<file path="config.mk">
export PLATFORM = sky130hd
export DESIGN_NAME = multicycle_control_unit
export DESIGN_NICKNAME = d
export VERILOG_FILES = /design/src/rtl/multicycle_control_unit.sv
export SDC_FILE = /design/constraint.sdc
export NUM_CORES = 1
export LEC_CHECK = 0
export ABC_CLOCK_PERIOD_IN_PS = 3080
export CAP_MARGIN = 20
export CORE_MARGIN = 2
export CORE_UTILIZATION = 35
export CTS_CLUSTER_DIAMETER = 60
export DETAILED_ROUTE_END_ITERATION = 10
export PLACE_DENSITY_LB_ADDON = 0.12
export SYNTH_ARGS = -nofsm -noshare
export SYNTH_HDL_FRONTEND = slang
export SYNTH_SLANG_ARGS = --single-unit
</file>
<file path="constraint.sdc">
create_clock -name clk -period 3.08 [get_ports clk]
set_clock_uncertainty 0.15 [all_clocks]
set_input_delay 0.77 -clock clk [delete_from_list [all_inputs] [get_ports clk]]
set_output_delay 0.77 -clock clk [all_outputs]
set_load 0.01 [all_outputs]
</file>
<file path="src/rtl/multicycle_control_unit.sv">
`default_nettype none
// ============================================================================
// Module   : multicycle_control_unit
// Desc     : Moore FSM sequencing the multicycle MIPS datapath. Define
//            MEM_WAIT_EN to enable the mem_ready handshake and stall timeout.
// Revision : 1.0
// ============================================================================
module multicycle_control_unit #(
  parameter int TIMEOUT = 16,
  parameter int CNT_W   = $clog2(TIMEOUT + 1)
) (
  input  logic       clk,
  input  logic       rst_n,
  input  logic [5:0] opcode,
  input  logic       mem_ready,
  output logic       PCWrite,
  output logic       PCWriteCond,
  output logic       IorD,
  output logic       MemRead,
  output logic       MemWrite,
  output logic       MemToReg,
  output logic       IRWrite,
  output logic       ALUSrcA,
  output logic       RegWrite,
  output logic       RegDst,
  output logic [1:0] PCSource,
  output logic [1:0] ALUSrcB,
  output logic [2:0] ALUOp,
  output logic       illegal_op,
  output logic       mem_err,
  output logic [3:0] state
);

  localparam logic [3:0] S_IDLE     = 4'd0;
  localparam logic [3:0] S_FETCH    = 4'd1;
  localparam logic [3:0] S_DECODE   = 4'd2;
  localparam logic [3:0] S_MEM_ADDR = 4'd3;
  localparam logic [3:0] S_MEM_RD   = 4'd4;
  localparam logic [3:0] S_MEM_WB   = 4'd5;
  localparam logic [3:0] S_MEM_WR   = 4'd6;
  localparam logic [3:0] S_R_EXEC   = 4'd7;
  localparam logic [3:0] S_R_WB     = 4'd8;
  localparam logic [3:0] S_BRANCH   = 4'd9;
  localparam logic [3:0] S_JUMP     = 4'd10;
  localparam logic [3:0] S_I_EXEC   = 4'd11;
  localparam logic [3:0] S_I_WB     = 4'd12;

  localparam logic [5:0] OP_RTYPE = 6'b000000;
  localparam logic [5:0] OP_LW    = 6'b100011;
  localparam logic [5:0] OP_SW    = 6'b101011;
  localparam logic [5:0] OP_BEQ   = 6'b000100;
  localparam logic [5:0] OP_J     = 6'b000010;
  localparam logic [5:0] OP_ADDI  = 6'b001000;
  localparam logic [5:0] OP_ANDI  = 6'b001100;
  localparam logic [5:0] OP_ORI   = 6'b001101;
  localparam logic [5:0] OP_SLTI  = 6'b001010;

  localparam logic [2:0] ALU_ADD   = 3'b000;
  localparam logic [2:0] ALU_SUB   = 3'b001;
  localparam logic [2:0] ALU_FUNCT = 3'b010;
  localparam logic [2:0] ALU_SLT   = 3'b011;
  localparam logic [2:0] ALU_AND   = 3'b100;
  localparam logic [2:0] ALU_OR    = 3'b101;

  logic [3:0] state_q, state_d;
  logic [5:0] opcode_q, opcode_d;
  logic       illegal_q, illegal_d;
  logic       mem_err_q, mem_err_d;
  logic       w_ready;
  logic       w_timeout;

`ifdef MEM_WAIT_EN
  logic [CNT_W-1:0] cnt_q, cnt_d;
  logic             w_mem_state;

  assign w_ready     = mem_ready;
  assign w_mem_state = (state_q == S_FETCH) || (state_q == S_MEM_RD) ||
                       (state_q == S_MEM_WR);
  // mem_ready on the last allowed cycle wins over the timeout.
  assign w_timeout   = w_mem_state && !mem_ready &&
                       (cnt_q == CNT_W'(TIMEOUT - 1));

  always_comb begin
    cnt_d = '0;
    if (w_mem_state && !mem_ready && !w_timeout && (state_d == state_q)) begin
      cnt_d = cnt_q + CNT_W'(1);
    end
  end

  always_ff @(posedge clk or negedge rst_n) begin
    if (!rst_n) begin
      cnt_q <= '0;
    end else begin
      cnt_q <= cnt_d;
    end
  end
`else
  logic             unused_mem_ready;
  logic [CNT_W-1:0] unused_timeout;

  assign w_ready          = 1'b1;
  assign w_timeout        = 1'b0;
  assign unused_mem_ready = mem_ready;
  assign unused_timeout   = CNT_W'(TIMEOUT - 1);
`endif

  assign opcode_d  = (state_q == S_DECODE) ? opcode : opcode_q;
  assign mem_err_d = w_timeout;

  always_ff @(posedge clk or negedge rst_n) begin
    if (!rst_n) begin
      state_q   <= S_IDLE;
      opcode_q  <= '0;
      illegal_q <= 1'b0;
      mem_err_q <= 1'b0;
    end else begin
      state_q   <= state_d;
      opcode_q  <= opcode_d;
      illegal_q <= illegal_d;
      mem_err_q <= mem_err_d;
    end
  end

  always_comb begin
    state_d   = state_q;
    illegal_d = 1'b0;
    case (state_q)
      S_IDLE:  state_d = S_FETCH;
      S_FETCH: begin
        // A timed-out fetch restarts the fetch from the same PC.
        if (w_ready) begin
          state_d = S_DECODE;
        end else if (w_timeout) begin
          state_d = S_FETCH;
        end
      end
      S_DECODE: begin
        case (opcode)
          OP_RTYPE:                          state_d = S_R_EXEC;
          OP_LW, OP_SW:                      state_d = S_MEM_ADDR;
          OP_BEQ:                            state_d = S_BRANCH;
          OP_J:                              state_d = S_JUMP;
          OP_ADDI, OP_ANDI, OP_ORI, OP_SLTI: state_d = S_I_EXEC;
          default: begin
            state_d   = S_FETCH;
            illegal_d = 1'b1;
          end
        endcase
      end
      S_MEM_ADDR: state_d = (opcode_q == OP_SW) ? S_MEM_WR : S_MEM_RD;
      S_MEM_RD: begin
        if (w_ready) begin
          state_d = S_MEM_WB;
        end else if (w_timeout) begin
          state_d = S_FETCH;
        end
      end
      S_MEM_WR: begin
        if (w_ready || w_timeout) begin
          state_d = S_FETCH;
        end
      end
      S_R_EXEC: state_d = S_R_WB;
      S_I_EXEC: state_d = S_I_WB;
      S_MEM_WB, S_R_WB, S_BRANCH, S_JUMP, S_I_WB: state_d = S_FETCH;
      default:  state_d = S_FETCH;
    endcase
  end

  always_comb begin
    PCWrite     = 1'b0;
    PCWriteCond = 1'b0;
    IorD        = 1'b0;
    MemRead     = 1'b0;
    MemWrite    = 1'b0;
    MemToReg    = 1'b0;
    IRWrite     = 1'b0;
    ALUSrcA     = 1'b0;
    RegWrite    = 1'b0;
    RegDst      = 1'b0;
    PCSource    = 2'b00;
    ALUSrcB     = 2'b00;
    ALUOp       = ALU_ADD;
    case (state_q)
      S_FETCH: begin
        MemRead = 1'b1;
        ALUSrcB = 2'b01;
        PCWrite = w_ready;
        IRWrite = w_ready;
      end
      S_DECODE: ALUSrcB = 2'b11;
      S_MEM_ADDR: begin
        ALUSrcA = 1'b1;
        ALUSrcB = 2'b10;
      end
      S_MEM_RD: begin
        MemRead = 1'b1;
        IorD    = 1'b1;
      end
      S_MEM_WB: begin
        RegWrite = 1'b1;
        MemToReg = 1'b1;
      end
      S_MEM_WR: begin
        MemWrite = 1'b1;
        IorD     = 1'b1;
      end
      S_R_EXEC: begin
        ALUSrcA = 1'b1;
        ALUOp   = ALU_FUNCT;
      end
      S_R_WB: begin
        RegWrite = 1'b1;
        RegDst   = 1'b1;
      end
      S_BRANCH: begin
        ALUSrcA     = 1'b1;
        ALUOp       = ALU_SUB;
        PCWriteCond = 1'b1;
        PCSource    = 2'b01;
      end
      S_JUMP: begin
        PCWrite  = 1'b1;
        PCSource = 2'b10;
      end
      S_I_EXEC: begin
        ALUSrcA = 1'b1;
        ALUSrcB = 2'b10;
        case (opcode_q)
          OP_ANDI: ALUOp = ALU_AND;
          OP_ORI:  ALUOp = ALU_OR;
          OP_SLTI: ALUOp = ALU_SLT;
          default: ALUOp = ALU_ADD;
        endcase
      end
      S_I_WB:  RegWrite = 1'b1;
      default: ;
    endcase
  end

  assign illegal_op = illegal_q;
  assign mem_err    = mem_err_q;
  assign state      = state_q;

endmodule
`default_nettype wire

</file>
==> key figures <==
Logic synthesis
  • Post-synth cell types: 37
  • Register bit count reported by yosys: 11
  • Xor and xnor area share after synthesis: 1.09%
  • Post-synthesis instance area: 802 um2
  • Average cell area after synthesis: 8.53 um2
  • Synthesized instance count: 94
  • Post-synthesis sequential area ratio: 34.3%
  • Simple-gate portion of the synthesized area: approximately a third
  • Arithmetic-cell share of the synthesized area counting full adders, half adders and majority gates: 0%
  • Fraction of the mapped netlist area in compound gates: between 10% and 20%
  • Multiplexer share of the synthesized area: around 8.3%
  • Synthesized Nets: 103
  • Main combinational cell family by area after synthesis: simple AND/OR/NAND/NOR gates
  • Syn. warnings: 0

Clocking
  • Clock tree from TritonCTS: yes
  • Number of setup buffers added after CTS: 0
  • Later-pin clock latency in the skew report: 0.27 ns
  • Clk slew on worst S/H paths: about 0.070 ns
  • Clock buffers created by TritonCTS: 3
  • Clock root buffer: sky130_fd_sc_hd__clkbuf_4
  • Maximum buffer depth of the clock tree: 2
  • Sinks on the clock net: 11
  • Htree depth: 1

STA
  • RSZ-0062 raised after global routing: no
  • Part of the cycle the worst path needs: 92.9%
  • Worst Max-Slew Pin Slew: 0.528 ns
  • Setup Total Neg Slack: 0 ns
  • Total of endpoints with negative setup slack in the final report: 0
  • Maximum clock frequency: 350 MHz
  • Final hold slack: 0.405 ns
  • Time the worst path needs with I/O delays and setup: approximately 2.9 ns
  • Max-slew violation count: 0
  • Worst slew margin relative to its limit: about 65%
  • Endpoints failing hold: 0

GRT
  • First-pass GRT wire length: 3290 um
  • Global Route Usage Sum: between 10% and 20%
  • Number of antenna violations at the first check in global routing: 0
  • Via count of the first global-routing pass: 719
  • GRT Residual Overflow: 0
  • Maximum number of pins on one net before global-route repair: 18

Detailed routing
  • TritonRoute pass-1 iters: 4
  • DR vias: 784
  • Detailed-route wire length per cell: 13.2 um
  • Routed wire length: 1970 um
  • Number of vias per cell after detailed routing: about 5.3
  • Residual DRC: 0
  • Initial DRC Count: 7
  • Final antenna-violating net count: 0

Status
  • Status: finished clean

Power
  • Total power after layout: 964 uW
  • Switching power total: 391 uW
  • Power density relative to cell area: 857 nW/um2
  • Internal power component: 574 uW
  • Fraction of power consumed by sequential logic: 33.4%
  • Clock share of power: between 10 and 15%
  • Leak: approximately 0.00043 uW
  • Maximum VDD drop: 0.000444 V
  • Share of total power in combinational logic: 56.2%
  • Switching share of power: 40.5%

Finish
  • Filler-free cell count of the finished design: 149
  • Layout area overhead: 40.2%
  • Antenna diode instance count: 0
  • Share of cells above drive strength 1: between 10% and 20%
  • Final nets: 131

Die
  • Vertical die dimension: approximately 52 um
  • Std-Cell Rows: 17
  • Initial Util: 36.6%
  • Full die area: 2690 um2
  • Area of the core: 2190 um2
  • DIE WIDTH: 51.9 um
  • Ports: 32

Worst setup path
  • Critical-path cell with the highest stage delay: sky130_fd_sc_hd__clkdlybuf4s50_1
  • Family of cells with the greatest summed delay on the critical path: buffers and inverters
  • Cell Chain, Critical Path: nor2b_2 -> nand2_1 -> nor4_1 -> clkdlybuf4s50_1
  • Crit Path Class: reg2out
  • Worst Setup Start Kind: flip-flop
  • Arr. time, crit path: 1.94 ns
  • Number of buffers and inverters on the critical path: 1
  • Required time of the worst setup path: 2.16 ns
  • Longest individual stage delay on the worst path: 0.58 ns
  • Maximum fanout along the worst path: 13
  • Crit path capture type: primary output

Placement
  • Gp weighted congestion: ~0.75
  • Port buffer count: 29
  • Post-detail-place hpwl: about 1500 um
  • Total placed cells including tap cells: 145

Flow run
  • Count of maximum capacitance violations: 0

Hold path
  • Class of the tightest hold or removal check: reg2reg
[registers in the layout, summed over array words and instances, names as in the netlist]
register	cells
opcode_q	6
state	4
illegal_op	1
[cells in the final DEF (no fill, tap or decap), drive strengths merged]
master and count:
a21boi 1, or3 2, o22ai 1, and3b 2, conb 1, nor3b 3, nor4bb 2, mux2i 1
inv 3, a211oi 1, nand4 1, clkdlybuf4s50 29, o21ai 1, clkbuf 4, a21oi 5, nand2b 4
o311a 1, a31oi 2, buf 1, nand3b 1, nand3 1, a21bo 1, a32oi 1, nor2b 3
dfrtp 11, mux2 5, nor3 6, and3 1, nand2 8, a21o 1, o32ai 2, nor4 1
nor2 13, xnor2 1
[final timing paths]
kind / startpoint / end / slack (ns) / cells past startpoint
setup / recovery: state[2]$_DFF_PN0_ / ALUOp[2] / 0.22 / 4
hold / removal: opcode_q[3]$_DFFE_PN0P_ / opcode_q[3]$_DFFE_PN0P_ / 0.41 / 1
setup reg to reg: state[0]$_DFF_PN0_ / opcode_q[3]$_DFFE_PN0P_ / 1.27 / 3
hold reg to reg: opcode_q[3]$_DFFE_PN0P_ / opcode_q[3]$_DFFE_PN0P_ / 0.41 / 1
max in group asynchronous: rst_n / opcode_q[4]$_DFFE_PN0P_ / 1.76 / 1
min in group asynchronous: rst_n / opcode_q[1]$_DFFE_PN0P_ / 0.69 / 1
[per-stage QoR]
stage	cell area, um2	util, %	setup WS, ns
after floorplan	802	-	0.859
after global placement	1090	49.8	0.463
after detailed placement	1090	49.8	0.409
after CTS	1120	51.0	0.113
after global routing	1120	51.3	0.0571
final	1120	51.3	0.219
[kinds of logic after synthesis]
family,count (synthesis)
simple gates,48
xor+xnor,1
compound gates,17
flops,11
buf+inv,10
mux,6
other cells,1
[cells in the mapped netlist, drive strengths merged]
master,count,area (um2)
and3,1,6.26
mux2i,1,10.0
a21boi,1,7.51
a211oi,1,7.51
dfrtp,11,275
a21o,1,7.51
inv,3,11.3
nand3b,1,7.51
clkbuf,2,7.51
o21ai,1,5.00
nor4,1,6.26
o32ai,2,17.5
buf,5,36.3
and3b,2,17.5
o22ai,1,6.26
a21oi,5,25.0
nand2,8,30.0
o311a,1,10.0
xnor2,1,8.76
a32oi,1,8.76
a31oi,2,12.5
a21bo,1,10.0
nand4,1,6.26
conb,1,3.75
nor2,13,48.8
or3,2,12.5
nor3b,3,22.5
nand2b,4,32.5
nand3,1,5.00
nor2b,3,18.8
mux2,5,56.3
nor4bb,2,20.0
nor3,6,41.3
[repair_timing]
item,CTS,global route
endpoints found under the hold margin,0,0
resized for setup,0,2
endpoints found under the setup margin,0,1
hold buffers,0,0
[worst reg2reg max path, cell delays in order (launching register included)]
cell and delay [ns]:
sky130_fd_sc_hd__dfrtp_1 0.58, sky130_fd_sc_hd__nand2b_4 0.26, sky130_fd_sc_hd__nor3_4 0.32, sky130_fd_sc_hd__mux2_2 0.39
[power by group through the flow]
stage	logic, uW	registers, uW	clock network, uW
floorplan	357	271	0
global placement	538	318	0
detailed placement	545	320	0
CTS	548	317	101
global route	598	341	109
finish	542	322	99.8
[final cells by class]
cell class | count | area [um2]
clock buffers | 4 | 26.3
fillers | 219 | 1070
inverters | 3 | 11.3
multi-input cells | 73 | 479
flip-flops and latches | 11 | 275
well taps | 28 | 35.0
repair buffers | 30 | 298
[layer usage]
metal / wire, um / track usage (%) / vias up
met5: 0 / 0 / -
met4: 20 / 7.89 / 0
met3: 102 / 1.72 / 4
met2: 934 / 25.9 / 25
met1: 913 / 22.2 / 361
li1: - / - / 394
No activity file was read; power rests on OpenSTA's default activity.
